==> src/rtl/jk_bank_arbiter_if.sv <==
// Command channel from one requester into the JK bank arbiter:
// a per-bit JK op with a valid/ready handshake.
interface jk_bank_arbiter_if #(
  parameter int IDX_W = 3
);
  logic             valid;
  logic [IDX_W-1:0] idx;
  logic [1:0]       op;
  logic             ready;

  modport master (output valid, output idx, output op, input  ready);
  modport slave  (input  valid, input  idx, input  op, output ready);
endinterface

==> src/rtl/jk_bank_arbiter.sv <==
// Round-robin arbiter between two requesters that applies one JK command
// per grant to an internal bank of JK cells and reports completion.
module jk_bank_arbiter #(
  parameter int NBITS = 8,
  parameter int IDX_W = 3
) (
  input  logic             clk,
  input  logic             rst,
  jk_bank_arbiter_if.slave a,
  jk_bank_arbiter_if.slave b,
  output logic [NBITS-1:0] q,
  output logic [NBITS-1:0] qbar,
  output logic             j_mon,
  output logic             k_mon,
  output logic             done,
  output logic             done_src,
  output logic             done_q,
  output logic             err
);

  typedef enum logic [1:0] {IDLE, APPLY, RESP} state_e;
  typedef enum logic {SRC_A = 1'b0, SRC_B = 1'b1} src_e;

  state_e           state_q, state_d;
  src_e             last_q, last_d;
  src_e             src_q, src_d;
  logic [IDX_W-1:0] idx_q, idx_d;
  logic [1:0]       op_q, op_d;
  logic [NBITS-1:0] bank_q, bank_d;

  logic             grant_a, grant_b;
  logic             in_range;
  logic [NBITS-1:0] sel;

  // Out-of-range targets select no cell, so they leave the bank untouched.
  assign in_range = 32'(idx_q) < NBITS;
  assign sel      = in_range ? (NBITS'(1) << idx_q) : '0;

  always_comb begin
    grant_a = 1'b0;
    grant_b = 1'b0;
    if (state_q == IDLE) begin
      if (a.valid && (!b.valid || last_q == SRC_B)) grant_a = 1'b1;
      else if (b.valid)                              grant_b = 1'b1;
    end
  end

  assign a.ready = grant_a;
  assign b.ready = grant_b;
  assign q       = bank_q;
  assign qbar    = ~bank_q;

  always_comb begin
    // NOTE: every signal gets a default before the case so no path leaves one unassigned (no latches).
    state_d  = state_q;
    last_d   = last_q;
    src_d    = src_q;
    idx_d    = idx_q;
    op_d     = op_q;
    bank_d   = bank_q;
    j_mon    = 1'b0;
    k_mon    = 1'b0;
    done     = 1'b0;
    done_src = 1'b0;
    done_q   = 1'b0;
    err      = 1'b0;

    unique case (state_q)
      IDLE: begin
        if (grant_a) begin
          idx_d   = a.idx;
          op_d    = a.op;
          src_d   = SRC_A;
          last_d  = SRC_A;
          state_d = APPLY;
        end else if (grant_b) begin
          idx_d   = b.idx;
          op_d    = b.op;
          src_d   = SRC_B;
          last_d  = SRC_B;
          state_d = APPLY;
        end
      end
      APPLY: begin
        j_mon = op_q[1];
        k_mon = op_q[0];
        unique case (op_q)
          2'b01:   bank_d = bank_q & ~sel;
          2'b10:   bank_d = bank_q | sel;
          2'b11:   bank_d = bank_q ^ sel;
          default: bank_d = bank_q;
        endcase
        state_d = RESP;
      end
      RESP: begin
        done     = 1'b1;
        done_src = (src_q == SRC_B);
        done_q   = |(bank_q & sel);
        err      = !in_range;
        state_d  = IDLE;
      end
      default: state_d = IDLE;
    endcase
  end

  // NOTE: the bank is a handful of flops with a defined reset value, not a RAM, so it is reset with the rest.
  always_ff @(posedge clk or negedge rst) begin
    if (!rst) begin
      state_q <= IDLE;
      last_q  <= SRC_B;
      src_q   <= SRC_A;
      idx_q   <= '0;
      op_q    <= '0;
      bank_q  <= '0;
    end else begin
      // NOTE: non-blocking so every flop samples the pre-edge value of its peers.
      state_q <= state_d;
      last_q  <= last_d;
      src_q   <= src_d;
      idx_q   <= idx_d;
      op_q    <= op_d;
      bank_q  <= bank_d;
    end
  end

endmodule

==> src/flat_wrapper.sv <==
// flat-port wrapper written by rule: the top's interface ports become plain ports
module jk_bank_arbiter_flat 
#(
  parameter int NBITS = 8,
  parameter int IDX_W = 3
)
  (clk, rst, q, qbar, j_mon, k_mon, done, done_src, done_q, err, a_valid, a_idx, a_op, a_ready, b_valid, b_idx, b_op, b_ready);
  jk_bank_arbiter_if #(.IDX_W(IDX_W)) a_i ();
  jk_bank_arbiter_if #(.IDX_W(IDX_W)) b_i ();
  input  logic clk;
  input  logic rst;
  output logic [NBITS-1:0] q;
  output logic [NBITS-1:0] qbar;
  output logic j_mon;
  output logic k_mon;
  output logic done;
  output logic done_src;
  output logic done_q;
  output logic err;
  input wire logic [$bits(a_i.valid)-1:0] a_valid;
  input wire logic [$bits(a_i.idx)-1:0] a_idx;
  input wire logic [$bits(a_i.op)-1:0] a_op;
  output wire logic [$bits(a_i.ready)-1:0] a_ready;
  input wire logic [$bits(b_i.valid)-1:0] b_valid;
  input wire logic [$bits(b_i.idx)-1:0] b_idx;
  input wire logic [$bits(b_i.op)-1:0] b_op;
  output wire logic [$bits(b_i.ready)-1:0] b_ready;
  assign a_i.valid = a_valid;
  assign a_i.idx = a_idx;
  assign a_i.op = a_op;
  assign a_ready = a_i.ready;
  assign b_i.valid = b_valid;
  assign b_i.idx = b_idx;
  assign b_i.op = b_op;
  assign b_ready = b_i.ready;
  jk_bank_arbiter #(.NBITS(NBITS), .IDX_W(IDX_W)) u_core (.clk(clk), .rst(rst), .a(a_i), .b(b_i), .q(q), .qbar(qbar), .j_mon(j_mon), .k_mon(k_mon), .done(done), .done_src(done_src), .done_q(done_q), .err(err));
endmodule
==> config.mk <==
export PLATFORM = sky130hd
export DESIGN_NAME = jk_bank_arbiter_flat
export DESIGN_NICKNAME = d
export VERILOG_FILES = /design/src/rtl/jk_bank_arbiter_if.sv /design/src/rtl/jk_bank_arbiter.sv /design/src/flat_wrapper.sv
export SDC_FILE = /design/constraint.sdc
export NUM_CORES = 1
export LEC_CHECK = 0
export ABC_AREA = 1
export CORE_MARGIN = 2
export CORE_UTILIZATION = 35
export CTS_BUF_LIST = sky130_fd_sc_hd__clkbuf_8 sky130_fd_sc_hd__clkbuf_16
export DETAILED_ROUTE_END_ITERATION = 7
export PLACE_DENSITY = 0.73
export SYNTH_ARGS = -nofsm -noshare
export SYNTH_HDL_FRONTEND = slang
export SYNTH_SLANG_ARGS = --single-unit
==> constraint.sdc <==
create_clock -name clk -period 2.77 [get_ports clk]
set_input_delay 0.277 -clock clk [delete_from_list [all_inputs] [get_ports clk]]
set_output_delay 0.277 -clock clk [all_outputs]
set_load 0.01 [all_outputs]
==> results.yml <==
routing:
  vias_per_cell: 4.53
  drt_iter0_drc: 36
  drc_errors: 0
  drtAntennaViolNets: 0
  dr_total_vias: 1245
  wirelength_um: 2750
  first_pass_iters: 4
  routedWlPerCell_um: 10.0
timing:
  rsz0062_at_grt: "no"
  whs_ns: 0.463
  slew_violations: 0
  fmax_mhz: 426
  finalHoldViolCount: 0
  maxSlewHeadroom: 0.494
  tightest_slew_ns: 0.756
  fin_setup_tns_ns: 0
  finalCritPeriodShare: 0.848
  min_period_ns: 2.35
  setup_viol: 0
  skew_ns: 0.00179
clock_network:
  cts_buffers: 3
  cts_tree: "done"
  clk_pin_slew_ns: 0.07
  ctsHoldBuffers: 0
  root_buffer: "clkbuf_8"
  htreeDepth: 1
  cts_sinks: 17
  cts_buffer_depth: 2
  cts_setup_buffers: 0
  ctsResizeCount: 0
  insertion_delay_ns: 0.26
global_routing:
  grt_max_degree: 18
  track_usage: 0.137
  grt_pass1_wl_um: 4620
  grt_pass1_vias: 1083
  grt_antenna_before_repair: 0
  overflow: 0
power:
  p_seq_frac: 0.294
  cellPowerDensity_nw_per_um2: 870
  p_comb_frac: 0.585
  peakVddDrop_mv: 0.351
  power_mw: 1.59
  netSwitchingFraction: 0.463
  p_clk_frac: 0.121
  power_switching_mw: 0.736
  intPower_mw: 0.853
  p_leak_nw: 0.952
cells_and_area:
  mostFrequentLayoutCell: "nand2_1"
  final_cell_mix: "nand2_1, clkdlybuf4s50_1, inv_1"
  final_nets: 266
  diodes: 0
  design_area_um2: 1830
  synthToLayoutAreaGrowth_pct: 32.0
  drive_above_1_share: 0.0529
die:
  die_h_um: 66.9
  die_w_um: 66.9
  die-area_um2: 4470
  core_um2: 3720
  row_count: 22
  start_util: 0.372
  ios: 38
synth:
  ys_ff_latch: 17
  synth_cells: 191
  ys_warn_count: 0
  synth_area_um2: 1380
  yosysTopAreaCellShare: 0.290
  synth_area_leaders: "dfrtp_1, ha_1, nand2_1, inv_1, nand3_1"
  ys_seq_area_frac: 0.309
  ys_types: 22
  yosysTopAreaCell: "dfrtp_1"
  syn_nets: 229
  avgSynthCellArea_um2: 7.24
flow_run:
  cap_violations: 0
worst_setup_path:
  cp-startpoint: "u_core.idx_q[0]"
  cp_num_buf_inv: 2
  cp_slowest_stage_delay_ns: 0.52
  cp_max_fo: 6
  ff2ff_setup_slack_ns: 1.17
  setup.worst_path.start_class: "flop"
  end_kind: "primary output"
  critical_path_required_ns: 2.49
  crit_arrival_ns: 2.07
  cpMaxStageDelayCell: "clkdlybuf4s50_1"
  cp_top_family: "buffers and inverters"
  r2r_start: "u_core.idx_q[0]"
  path_cells: "inv_1 > nor3_1 > ha_1 > nor2_1 > nand4_1 > and2_1 > clkdlybuf4s50_1"
  crit_type: "flop to primary output"
placement:
  port_buffers: 36
  gp_congestion: 0.806
  dpl.hpwl_um: 2180
  dpl_cell_area_um2: 1780
worst_hold_path:
  holdCritPathClass: "input port to asynchronous set/reset pin"
run_status:
  status: "complete, no violations"
[synthesized netlist by cell type]
master and number:
conb_1 1, nand3_1 9, nor2_2 1, nand2_1 61
and2_1 1, ha_1 24, nor2_4 1, buf_2 1
nand4_1 6, dfrtp_1 16, a21boi_0 1, o21ai_1 2
clkbuf_1 1, nor2_1 7, nor3_1 9, buf_4 2
inv_1 34, a21oi_4 1, o21ai_2 1, dfstp_2 1
o21ai_0 8, inv_2 3
[metrics by stage]
stage               utilization  worst slack [ns]  instances
finish                    0.491             0.422        275
global route              0.491             0.283        275
CTS                       0.491             0.387        275
detailed placement        0.479             0.690        271
global placement          0.479             0.730        271
floorplan                     -              1.35        191
[metal layers]
layer  GRT usage  up-vias  wire length (um)
met5           0        -                 0
met2       0.235       30              1310
met4      0.0536        0                48
met3      0.0372        5               159
met1       0.160      552              1230
li1            -      658                 -
[state kept, by name (all words and copies together), names as in the netlist]
signal          count
u_core.q            8
u_core.state_q      2
u_core.src_q        1
u_core.last_q       1
u_core.op_q         2
u_core.idx_q        3
[kinds of logic (layout without fill, tap and decap cells)]
family | after synthesis | in the layout | synth area share
compound gates | 13 | 13 | 0.0597
fa+ha+maj | 24 | 24 | 0.217
buf+inv | 41 | 77 | 0.118
flops | 17 | 17 | 0.309
other cells | 1 | 1 | 0.00271
simple gates | 95 | 95 | 0.294
[power by group through the flow]
stage	Sequential, mW	Clock (mW)	Combinational [mW]
CTS	0.467	0.198	0.946
global placement	0.465	0	0.925
finish	0.467	0.192	0.930
global route	0.485	0.208	1.07
detailed placement	0.468	0	0.942
floorplan	0.463	0	0.600
[worst paths after layout]
check / end / cells past startpoint
worst max-delay path: done_q / 7
worst min-delay path: u_core.src_q / 1
worst max register to register: u_core.q[7] / 8
worst min register to register: u_core.last_q / 2
max in group asynchronous: u_core.q[7] / 1
min in group clk: u_core.last_q / 2
[worst reg2reg max path, cell delays in order, from the launching register on]
cell     delay (ns)
dfrtp_1        0.44
inv_1          0.12
nor3_1         0.28
inv_1          0.11
ha_1           0.28
nand2_1        0.06
nand3_1        0.07
nand2_1        0.05
o21ai_1        0.06
[final cells by class]
class	instances	area [um2]
Clock buffer	3	41.3
Timing Repair Buffer	36	360
Tap cell	48	60.1
Clock inverter	1	5.00
Fill cell	378	1890
Multi-Input combinational cell	133	793
Inverter	37	139
Sequential cell	17	427
No activity file was read; power rests on OpenSTA's default activity.
